[src/rtl/spi_slave_if.sv]
// SPI bus between a master and the spi_slave responder.
// The slave modport sees CS_N/SCLK/MOSI as inputs and drives MISO plus its enable.
interface spi_slave_if;
  logic spi_cs_n;
  logic spi_clock;
  logic spi_mosi;
  logic spi_miso;
  logic spi_miso_enable;

  modport slave (
    input  spi_cs_n,
    input  spi_clock,
    input  spi_mosi,
    output spi_miso,
    output spi_miso_enable
  );

  modport master (
    output spi_cs_n,
    output spi_clock,
    output spi_mosi,
    input  spi_miso,
    input  spi_miso_enable
  );
endinterface

[src/rtl/spi_slave.sv]
// SPI responder: oversamples the asynchronous SPI pins on i_clock, shifts in one
// SPI_DATA_WIDTH word per frame MSB first, and shifts out the word latched from
// i_data_in when chip select falls. Any CPOL/CPHA mode, latched per frame.
module spi_slave #(
  parameter int SPI_DATA_WIDTH = 32,
  parameter int SYNC_STAGES    = 2
) (
  input  logic                      i_clock,
  input  logic                      i_reset,
  input  logic                      i_clock_polarity,
  input  logic                      i_clock_phase,
  input  logic [SPI_DATA_WIDTH-1:0] i_data_in,
  output logic [SPI_DATA_WIDTH-1:0] o_data_out,
  output logic                      o_done,
  output logic                      o_error,
  output logic                      o_busy,
  spi_slave_if.slave                spi
);

  localparam int W  = SPI_DATA_WIDTH;
  localparam int CW = $clog2(W);

  typedef enum logic [1:0] {
    ST_IDLE  = 2'd0,
    ST_SHIFT = 2'd1,
    ST_FULL  = 2'd2
  } state_e;

  // Synchronizer chains (bit 0 = first stage) and edge history flops
  logic [SYNC_STAGES-1:0] cs_sync_q, cs_sync_d;
  logic [SYNC_STAGES-1:0] sclk_sync_q, sclk_sync_d;
  logic [SYNC_STAGES-1:0] mosi_sync_q, mosi_sync_d;
  logic                   cs_hist_q, cs_hist_d;
  logic                   sclk_hist_q, sclk_hist_d;

  // Frame state. The receive register only holds the W-1 bits collected before
  // the last one; the final bit is merged straight into o_data_out.
  state_e          state_q, state_d;
  logic [W-1:0]    tx_q, tx_d;
  logic [W-2:0]    rx_q, rx_d;
  logic [CW-1:0]   cnt_q, cnt_d;
  logic            cpol_q, cpol_d;
  logic            cpha_q, cpha_d;
  logic            skip_q, skip_d;
  logic [W-1:0]    data_out_q, data_out_d;
  logic            done_q, done_d;
  logic            error_q, error_d;
  logic            busy_q, busy_d;
  logic            miso_q, miso_d;
  logic            miso_en_q, miso_en_d;

  // Decoded pin events
  logic cs_s, sclk_s, mosi_s;
  logic cs_fall_s, cs_rise_s;
  logic sclk_rise_s, sclk_fall_s;
  logic lead_s, trail_s, sample_s, drive_s;

  // Shift each asynchronous pin one stage further along its synchronizer
  always_comb begin
    cs_sync_d   = {cs_sync_q[SYNC_STAGES-2:0], spi.spi_cs_n};
    sclk_sync_d = {sclk_sync_q[SYNC_STAGES-2:0], spi.spi_clock};
    mosi_sync_d = {mosi_sync_q[SYNC_STAGES-2:0], spi.spi_mosi};
    cs_hist_d   = cs_sync_q[SYNC_STAGES-1];
    sclk_hist_d = sclk_sync_q[SYNC_STAGES-1];
  end

  // Edge detection and mapping of SCLK edges onto sample/drive per latched mode
  always_comb begin
    cs_s        = cs_sync_q[SYNC_STAGES-1];
    sclk_s      = sclk_sync_q[SYNC_STAGES-1];
    mosi_s      = mosi_sync_q[SYNC_STAGES-1];
    cs_fall_s   = ~cs_s & cs_hist_q;
    cs_rise_s   = cs_s & ~cs_hist_q;
    sclk_rise_s = sclk_s & ~sclk_hist_q;
    sclk_fall_s = ~sclk_s & sclk_hist_q;
    lead_s      = cpol_q ? sclk_fall_s : sclk_rise_s;
    trail_s     = cpol_q ? sclk_rise_s : sclk_fall_s;
    sample_s    = cpha_q ? trail_s : lead_s;
    drive_s     = cpha_q ? lead_s : trail_s;
  end

  // Frame FSM: next state, shift registers and registered output values
  always_comb begin
    state_d    = state_q;
    tx_d       = tx_q;
    rx_d       = rx_q;
    cnt_d      = cnt_q;
    cpol_d     = cpol_q;
    cpha_d     = cpha_q;
    skip_d     = skip_q;
    data_out_d = data_out_q;
    done_d     = 1'b0;
    error_d    = 1'b0;

    case (state_q)
      ST_IDLE: begin
        if (cs_fall_s) begin
          cpol_d  = i_clock_polarity;
          cpha_d  = i_clock_phase;
          tx_d    = i_data_in;
          rx_d    = '0;
          cnt_d   = '0;
          // With CPHA=1 the MSB is already on MISO, so the first drive edge must not shift
          skip_d  = i_clock_phase;
          state_d = ST_SHIFT;
        end else begin
          state_d = ST_IDLE;
        end
      end
      ST_SHIFT: begin
        if (sample_s) begin
          rx_d  = {rx_q[W-3:0], mosi_s};
          cnt_d = cnt_q + CW'(1);
          if (cnt_q == CW'(W - 1)) begin
            data_out_d = {rx_q, mosi_s};
            done_d     = 1'b1;
            state_d    = ST_FULL;
          end else begin
            state_d    = ST_SHIFT;
          end
        end else if (drive_s) begin
          if (skip_q) begin
            skip_d = 1'b0;
          end else begin
            tx_d   = tx_q << 1;
          end
        end else begin
          state_d = ST_SHIFT;
        end
        // Chip-select rise is applied after any same-cycle sample, so a completed
        // word reports done rather than error.
        if (cs_rise_s) begin
          error_d = (state_d == ST_SHIFT);
          state_d = ST_IDLE;
        end else begin
          error_d = 1'b0;
        end
      end
      ST_FULL: begin
        if (cs_rise_s) begin
          state_d = ST_IDLE;
        end else begin
          state_d = ST_FULL;
        end
      end
      default: begin
        state_d = ST_IDLE;
      end
    endcase

    busy_d    = (state_d != ST_IDLE);
    miso_d    = (state_d == ST_SHIFT) ? tx_d[W-1] : 1'b0;
    miso_en_d = busy_d;
  end

  // State and output registers with synchronous reset; CS_N chain resets low so
  // a low CS_N after reset never looks like a fresh falling edge.
  always_ff @(posedge i_clock) begin
    if (i_reset) begin
      cs_sync_q   <= '0;
      sclk_sync_q <= '0;
      mosi_sync_q <= '0;
      cs_hist_q   <= 1'b0;
      sclk_hist_q <= 1'b0;
      state_q     <= ST_IDLE;
      tx_q        <= '0;
      rx_q        <= '0;
      cnt_q       <= '0;
      cpol_q      <= 1'b0;
      cpha_q      <= 1'b0;
      skip_q      <= 1'b0;
      data_out_q  <= '0;
      done_q      <= 1'b0;
      error_q     <= 1'b0;
      busy_q      <= 1'b0;
      miso_q      <= 1'b0;
      miso_en_q   <= 1'b0;
    end else begin
      cs_sync_q   <= cs_sync_d;
      sclk_sync_q <= sclk_sync_d;
      mosi_sync_q <= mosi_sync_d;
      cs_hist_q   <= cs_hist_d;
      sclk_hist_q <= sclk_hist_d;
      state_q     <= state_d;
      tx_q        <= tx_d;
      rx_q        <= rx_d;
      cnt_q       <= cnt_d;
      cpol_q      <= cpol_d;
      cpha_q      <= cpha_d;
      skip_q      <= skip_d;
      data_out_q  <= data_out_d;
      done_q      <= done_d;
      error_q     <= error_d;
      busy_q      <= busy_d;
      miso_q      <= miso_d;
      miso_en_q   <= miso_en_d;
    end
  end

  assign o_data_out          = data_out_q;
  assign o_done              = done_q;
  assign o_error             = error_q;
  assign o_busy              = busy_q;
  assign spi.spi_miso        = miso_q;
  assign spi.spi_miso_enable = miso_en_q;

endmodule
[src/flat_wrapper.sv]
// flat-port wrapper written by rule: the top's interface ports become plain ports
module spi_slave_flat 
#(
  parameter int SPI_DATA_WIDTH = 32,
  parameter int SYNC_STAGES    = 2
)
  (i_clock, i_reset, i_clock_polarity, i_clock_phase, i_data_in, o_data_out, o_done, o_error, o_busy, spi_spi_cs_n, spi_spi_clock, spi_spi_mosi, spi_spi_miso, spi_spi_miso_enable);
  spi_slave_if spi_i ();
  input  logic i_clock;
  input  logic i_reset;
  input  logic i_clock_polarity;
  input  logic i_clock_phase;
  input  logic [SPI_DATA_WIDTH-1:0] i_data_in;
  output logic [SPI_DATA_WIDTH-1:0] o_data_out;
  output logic o_done;
  output logic o_error;
  output logic o_busy;
  input wire logic [$bits(spi_i.spi_cs_n)-1:0] spi_spi_cs_n;
  input wire logic [$bits(spi_i.spi_clock)-1:0] spi_spi_clock;
  input wire logic [$bits(spi_i.spi_mosi)-1:0] spi_spi_mosi;
  output wire logic [$bits(spi_i.spi_miso)-1:0] spi_spi_miso;
  output wire logic [$bits(spi_i.spi_miso_enable)-1:0] spi_spi_miso_enable;
  assign spi_i.spi_cs_n = spi_spi_cs_n;
  assign spi_i.spi_clock = spi_spi_clock;
  assign spi_i.spi_mosi = spi_spi_mosi;
  assign spi_spi_miso = spi_i.spi_miso;
  assign spi_spi_miso_enable = spi_i.spi_miso_enable;
  spi_slave #(.SPI_DATA_WIDTH(SPI_DATA_WIDTH), .SYNC_STAGES(SYNC_STAGES)) u_core (.i_clock(i_clock), .i_reset(i_reset), .i_clock_polarity(i_clock_polarity), .i_clock_phase(i_clock_phase), .i_data_in(i_data_in), .o_data_out(o_data_out), .o_done(o_done), .o_error(o_error), .o_busy(o_busy), .spi(spi_i));
endmodule
[config.mk]
export PLATFORM = sky130hd
export DESIGN_NAME = spi_slave_flat
export DESIGN_NICKNAME = d
export VERILOG_FILES = /design/src/rtl/spi_slave_if.sv /design/src/rtl/spi_slave.sv /design/src/flat_wrapper.sv
export SDC_FILE = /design/constraint.sdc
export NUM_CORES = 1
export LEC_CHECK = 0
export ABC_AREA = 1
export BUFFER_PORTS_ARGS = -buffer_cell sky130_fd_sc_hd__buf_4
export CAP_MARGIN = 20
export CELL_PAD_IN_SITES_DETAIL_PLACEMENT = 1
export CELL_PAD_IN_SITES_GLOBAL_PLACEMENT = 2
export CORE_AREA = 3 3 135 137
export DETAILED_ROUTE_END_ITERATION = 10
export DIE_AREA = 0 0 138 140
export HOLD_SLACK_MARGIN = 0.03
export PLACE_DENSITY_LB_ADDON = 0.1
export RECOVER_POWER = 25
export SLEW_MARGIN = 20
export SYNTH_ARGS = -nofsm -noshare
export SYNTH_HDL_FRONTEND = slang
export SYNTH_SLANG_ARGS = --single-unit
[constraint.sdc]
create_clock -name i_clock -period 1.4 [get_ports i_clock]
set_input_delay 0 -clock i_clock [delete_from_list [all_inputs] [get_ports i_clock]]
set_output_delay 0 -clock i_clock [all_outputs]
set_load 0.02 [all_outputs]
==> run summary, run 1 <==
Total congestion overflow: 0
Mapped Avg Cell Area: 7.24 um2
RSZ-0062 raised after global routing: true
Critical path class: flip-flop to flip-flop
Final Max Tran Viols: 0
Hold crit path type: flip-flop to flip-flop
Final Worst Setup Slack: -0.220 ns
Dpl cells: 972
Initial Utilization: 28.7%
I/O Pins: 76
Unique masters post-synth: 26
Clock latency on the worst-skew pair: 0.41 ns
WP data arrival: 1.95 ns
Setup Total Neg Slack: -10.73 ns
Initial antenna violation count: 0
Final #Nets: 877
Register clock-pin slew on the reported worst setup and hold paths: 0.05 ns
Chip Height: 140 um
Failing checks: setup timing
Pwr Density: 1160 nW/um2
Fin cells: 1073
Crit Path Max Fanout: 8
F_max: 617 MHz
Ant. Diodes: 0
Clk buf depth: 2
First-iteration detailed-routing DRC count: 113
Relative slew slack: 73.5%
Synth-to-layout area growth: 57.4%
Root buffer cell: clkbuf_16
CTS tree: yes
Die W: 138 um
WL/cell: 15.4 um
Clock Sink Count: 117
Max H-tree Level: 4
Worst setup EP type: flip-flop
Final setup fails: 107
Drt via density: 4.57
DP Wirelength: 8970 um
DRC Markers: 0
Antenna-violating nets left: 0
Post-Synthesis Cells: 680
Max rail drop VDD: 0.000790 V
Proportion of layout cells with a drive suffix above 1: 30.4%
Hold Vio Cnt, Final: 0
Post-Syn Area: 4930 um2
Yosys Warn Count: 0
Final period util: 116%
Register bit total from synthesis: 117
GP Congestion: 0.748
Syn Nets: 722
Sequential fraction of the synthesis area: 47.5%
Total core area: 17200 um2
Vias in the first global route: 5129
IO Port Bufs: 75
Worst hold margin: 0.390 ns
First-pass GRT wire length: 25700 um
Pin count of the biggest net entering global routing: 61
Max Cap Violations: 0
Vias post-DR: 4905
Die area: 19300 um2
Worst-Margin Slew: 0.397 ns
Pre-antenna DRT Iters: 4
CTS Buf Count: 17
Tot GR Track Use: 16.2%
Fin crit period: 1.62 ns
Status: complete, but fails checks
Worst Skew: 0.00843 ns
WL final: 16500 um
Leakage power: 0.00338 uW
Critical Path Start Type: flip-flop
Row count: 48
CP Data Required Time: 1.73 ns
-- worst max-delay path: stages (launching register included) --
cell     delay, ns
dfxtp_2       0.35
ha_4          0.14
inv_2         0.04
nor2_4        0.12
ha_4          0.16
nand2_4       0.08
nor2_8        0.15
buf_12        0.14
buf_12        0.14
o21ai_1       0.08
nor2_1        0.13
-- path summary, 6_finish.rpt --
check                              from               endpoint  slack [ns]  depth (start not counted)
setup / recovery        u_core.cnt_q[0]   u_core.o_data_out[4]       -0.22                         10
hold / removal    u_core.sclk_sync_q[0]  u_core.sclk_sync_q[1]        0.39                          2
setup reg to reg        u_core.cnt_q[0]   u_core.o_data_out[4]       -0.22                         10
hold reg to reg   u_core.sclk_sync_q[0]  u_core.sclk_sync_q[1]        0.39                          2
-- registers in the layout (all words and copies together), names as in the netlist, 2 cells and up --
signal and flops:
u_core.o_data_out 32, u_core.tx_q 32, u_core.rx_q 31, u_core.cnt_q 5, u_core.cs_sync_q 2, u_core.mosi_sync_q 2
u_core.sclk_sync_q 2, u_core.state_q 2
-- timing repair --
item | CTS | global route
gates resized for setup | 52 | 72
pin swaps | 3 | 43
hold buffers | 41 | 0
setup buffers | 9 | 10
endpoints found under the setup margin | 102 | 105
endpoints found under the hold margin | 50 | 0
cloned | 6 | 6
-- stage by stage --
stage | setup slack, ns | area [um2] | utilization [%] | total power (uW)
after floorplan | -0.0325 | 4950 | - | 3900
after global placement | -0.0734 | 5960 | 34.7 | 4140
after detailed placement | -0.148 | 5960 | 34.7 | 4160
after CTS | -0.171 | 7380 | 43.0 | 9060
after global routing | -0.280 | 7750 | 45.1 | 9380
final | -0.220 | 7750 | 45.1 | 9010
-- routing by layer --
metal  vias to the layer above  GRT usage (%)  share of wire (%)  wire, um
met2                        58           29.6                 53      8660
met4                         0           5.62                1.6       259
li1                       2487              -                  -         -
met5                         -              0                  0         0
met1                      2346           19.0                 44      7200
met3                        14           3.14                2.2       364
-- synth_stat cells, drive strengths merged --
cell type  count  area [um2]
nand2        152         611
dfxtp        117        2340
nor2         117         458
o21ai         73         365
a21oi         69         345
inv           52         198
nand3         45         235
buf           30         215
clkbuf        15        56.3
ha             3        37.5
nor3           3        20.0
a211oi         1        7.51
a22oi          1        7.51
nand4          1        21.3
or2            1        6.26
-- logic make-up after synthesis --
| family | synth area share (%) |
|---|---|
| AOI/OAI and AO/OA | 14.7 |
| adders and majority gates | 0.762 |
| buffers and inverters | 9.53 |
| DFF | 47.5 |
| and+or+nand+nor | 27.4 |
-- where the power goes --
part | internal [uW] | total, uW | leakage (uW) | switching (uW)
registers | 3440 | 3530 | 0.000952 | 87.4
logic | 385 | 762 | 0.00211 | 377
clock network | 3210 | 4720 | 0.000320 | 1510
total | 7030 | 9010 | 0.00338 | 1970
-- cell type report --
| class | count | area [um2] |
|---|---|---|
| timing repair buffer | 180 | 1800 |
| tap | 225 | 282 |
| clock buffer | 24 | 502 |
| sequential | 117 | 2360 |
| timing repair inverter | 1 | 8.76 |
| inverter | 52 | 215 |
| clock inverter | 8 | 144 |
| multi-input combinational | 466 | 2450 |
| fill | 2066 | 9420 |
-- cells in the final DEF, fill, tap and decap left out, types with 10 or more instances in the layout --
| cell type | count |
|---|---|
| buf_12 | 17 |
| dfxtp_1 | 111 |
| dlygate4sd3_1 | 41 |
| nand3_1 | 35 |
| a21oi_1 | 43 |
| clkbuf_16 | 22 |
| inv_1 | 41 |
| nand2_1 | 135 |
| nand2_2 | 11 |
| buf_4 | 101 |
| nor2_1 | 105 |
| o21ai_1 | 24 |
| a21oi_2 | 20 |
| clkbuf_1 | 10 |
| o21ai_0 | 42 |
Note: power is estimated with default switching activity, not from simulation.
==> inputs of run 2 (changes only) <==
--- a/config.mk
+++ b/config.mk
@@ -10,9 +10,10 @@
 export CAP_MARGIN = 20
 export CELL_PAD_IN_SITES_DETAIL_PLACEMENT = 1
 export CELL_PAD_IN_SITES_GLOBAL_PLACEMENT = 2
-export CORE_AREA = 3 3 135 137
+export CORE_AREA = 3 3 133 135
+export CTS_BUF_LIST = sky130_fd_sc_hd__clkbuf_4 sky130_fd_sc_hd__clkbuf_8
 export DETAILED_ROUTE_END_ITERATION = 10
-export DIE_AREA = 0 0 138 140
+export DIE_AREA = 0 0 136 138
 export HOLD_SLACK_MARGIN = 0.03
 export PLACE_DENSITY_LB_ADDON = 0.1
 export RECOVER_POWER = 25
==> constraint.sdc (replaced) <==
create_clock -name i_clock -period 1.4 [get_ports i_clock]
set_input_delay 0.28 -clock i_clock [delete_from_list [all_inputs] [get_ports i_clock]]
set_output_delay 0.28 -clock i_clock [all_outputs]
set_load 0.02 [all_outputs]
==> run 2 against run 1 <==
Compared with the run above:
- the run still ends with setup timing left
- critical path depth stayed put
- final area is 2.8% lower
- combinational power rose by 5.6%
- count of clock-buffer cells in the layout fell by 2
==> run summary, run 2 (synthesis results as in run 1) <==
Fillers: 2006 (-2.9%)
Final Worst Setup Slack: -0.138 ns (+0.0817 ns)
IO Port Bufs: 75 (unchanged)
CP Data Required Time: 1.76 ns (+0.03 ns)
Total core area: 16600 um2 (-3.5%)
Max incr delay on CP: 0.37 ns (+0.02 ns)
Initial Utilization: 29.7% (+1.0 points)
Final Max Tran Viols: 0 (unchanged)
Final core area utilization: 45.4% (+0.30 points)
Final period util: 110% (-5.8 points)
Crit Path Max Fanout: 8 (unchanged)
Max rail drop VDD: 0.000749 V (-5.1%)
Crit path top cell by count: buf_6
Final #Nets: 847 (-3.4%)
Fin crit period: 1.54 ns (-0.0817 ns)
WP data arrival: 1.90 ns (-0.05 ns)
Fin cells: 1036 (-3.4%)
I/O Pins: 76 (unchanged)
Seq pwr share: 46.4% (+7.3 points)
CP cell instances: inv_4, nand3_2, nand3_4, nand2_4, buf_6, nor3_4, buf_6, buf_16, a21oi_2, nor2_1
Pwr Density: 1010 nW/um2 (-13%)
First-pass GRT wire length: 25200 um (-1.9%)
Relative slew slack: 46.5% (-27 points)
Antenna-violating nets left: 0 (unchanged)
Vias in the first global route: 5048 (-1.6%)
Reg2reg end: u_core.tx_q[11]
Tot GR Track Use: 16.6% (+0.31 points)
Switch Pwr: 1840 uW (-6.6%)
Multi-input gate area in the final layout: 2650 um2 (+8.1%)
Top Metal Used: met4
Commonest non-fill, non-tap cell in the layout: nand2_1
Pin count of the biggest net entering global routing: 43 (-30%)
Hold crit path type: input pin to flip-flop
Met3 wire length: 589 um (+62%)
Met1 WL: 6890 um (-4.4%)
Hold Vio Cnt, Final: 0 (unchanged)
Switch share: 24.3% (+2.4 points)
Logic pwr share: 10.6% (+2.1 points)
Critical Path Stages: 10 (unchanged)
Critical Path Start Type: flip-flop
Total congestion overflow: 0 (unchanged)
Chip Height: 138 um (-1.4%)
Drt via density: 4.75 (+3.8%)
R2R depth: 10 (unchanged)
Worst Skew: 0.00892 ns (+0.000483 ns)
Vias post-DR: 4917 (+0.24%)
Max H-tree Level: 4 (unchanged)
CTS tree: yes
Max Cap Violations: 0 (unchanged)
CTS Buf Count: 17 (unchanged)
CP delay by family, top: buffers and inverters
R2R setup slack: -0.14 ns (+0.08 ns)
Metal2 WL: 8710 um (+0.57%)
Clk buf depth: 2 (unchanged)
Worst-Margin Slew: 0.803 ns (+0.406 ns)
GP Congestion: 0.734 (-1.8%)
Synth-to-layout area growth: 53.0%
Reg area: 2360 um2 (+0.11%)
Clock Sink Count: 117 (unchanged)
Leakage power: 0.00325 uW (-3.9%)
DP Wirelength: 8860 um (-1.2%)
Final setup fails: 98 (-8.4%)
DRC Markers: 0 (unchanged)
Commonest cells after routing, fill and taps aside: 134 x nand2_1, 113 x nor2_1, 111 x dfxtp_1
CP bufs+invs: 4 (+1)
Clock power frac: 43.0% (-9.4 points)
Failing checks: setup timing
CP endpoint: u_core.tx_q[11]
Root buffer cell: clkbuf_8
Initial antenna violation count: 0 (unchanged)
Slowest CP cell: dfxtp_4
WL/cell: 15.9 um (+3.3%)
Crit path launch: u_core.sclk_sync_q[1]
F_max: 650 MHz (+5.3%)
Proportion of layout cells with a drive suffix above 1: 37.0% (+6.6 points)
Origin of the critical flop-to-flop path: u_core.sclk_sync_q[1]
Cell Int Power: 5750 uW (-18%)
Critical path class: flip-flop to flip-flop
Status: complete, but fails checks
RSZ-0062 raised after global routing: true
Die W: 136 um (-1.4%)
Die area: 18800 um2 (-2.9%)
WL final: 16500 um (-0.24%)
Worst setup EP type: flip-flop
Pre-antenna DRT Iters: 4 (unchanged)
Clock latency on the worst-skew pair: 0.43 ns (+0.02 ns)
Ant. Diodes: 0 (unchanged)
Row count: 47 (-2.1%)
Dpl cells: 969 (-0.31%)
Register clock-pin slew on the reported worst setup and hold paths: 0.07 ns (+0.02 ns)
First-iteration detailed-routing DRC count: 193 (+71%)
run 2: cell types whose count changed in the layout (fill, tap and decap cells not counted), moves of 8 or more:
cell / before / now
a21oi_1: 43 / 20
a21oi_2: 20 / 46
clkbuf_16: 22 / 7
clkbuf_8: 5 / 20
dlygate4sd3_1: 41 / 1
nor2_1: 105 / 113
o21ai_0: 42 / 12
o21ai_1: 24 / 41
o21ai_2: 7 / 17
run 2: power by group through the flow:
stage	Clock [uW]	Combinational [uW]	Sequential [uW]
2_1_floorplan	0	342	3560
3_3_place_gp	0	566	3580
3_5_place_dp	0	586	3580
4_1_cts	3380	704	3510
5_1_grt	3540	891	3540
6_report	3260	805	3520
run 2: metrics by stage:
stage | hold WS, ns | setup TNS, ns | total power, uW | worst slack (ns) | cell area, um2
after floorplan | 0.387 | -0.724 | 3900 | -0.0325 | 4950
after global placement | 0.391 | -4.69 | 4140 | -0.0960 | 5970
after detailed placement | 0.405 | -9.18 | 4170 | -0.138 | 5970
after CTS | 0.0368 | -3.67 | 7590 | -0.0822 | 6950
after global routing | 0.0446 | -14.76 | 7970 | -0.219 | 7540
final | 0.0621 | -6.26 | 7590 | -0.138 | 7540
run 2: cell type report:
type	count	area share (%)
Sequential cell	117	31.3
Timing Repair Buffer	151	21.5
Clock buffer	22	3.85
Tap cell	220	3.65
Multi-Input combinational cell	466	35.1
Clock inverter	8	1.66
Inverter	52	2.89
run 2: worst min path at each step:
stage                                from                    end  depth (start not counted)
floorplan                    spi_spi_cs_n    u_core.cs_sync_q[0]                          2
finish                      spi_spi_clock  u_core.sclk_sync_q[0]                          3
CTS                         spi_spi_clock  u_core.sclk_sync_q[0]                          3
global route                spi_spi_clock  u_core.sclk_sync_q[0]                          3
global placement    u_core.sclk_sync_q[0]  u_core.sclk_sync_q[1]                          2
detailed placement  u_core.sclk_sync_q[0]  u_core.sclk_sync_q[1]                          2
run 2: metal layers:
metal	up-vias	global-route usage, %
met5	-	0
li1	2436	-
met2	75	29.6
met3	21	3.85
met1	2385	19.5
met4	0	5.20
run 2: worst reg2reg max path: cells and delay by family (launching register included):
family	cells	cell delay, ns
flip-flops	1	0.37
buffers and inverters	4	0.54
AO/OA/AOI/OAI	1	0.05
AND/OR/NAND/NOR	5	0.51
run 2: repair_timing:
action	in CTS	in global routing
hold buffers	1	0
endpoints found under the setup margin	104	105
pin swaps	10	21
setup buffers	15	8
hold endpoints to repair	1	0
cloned	8	8
resized for setup	74	133
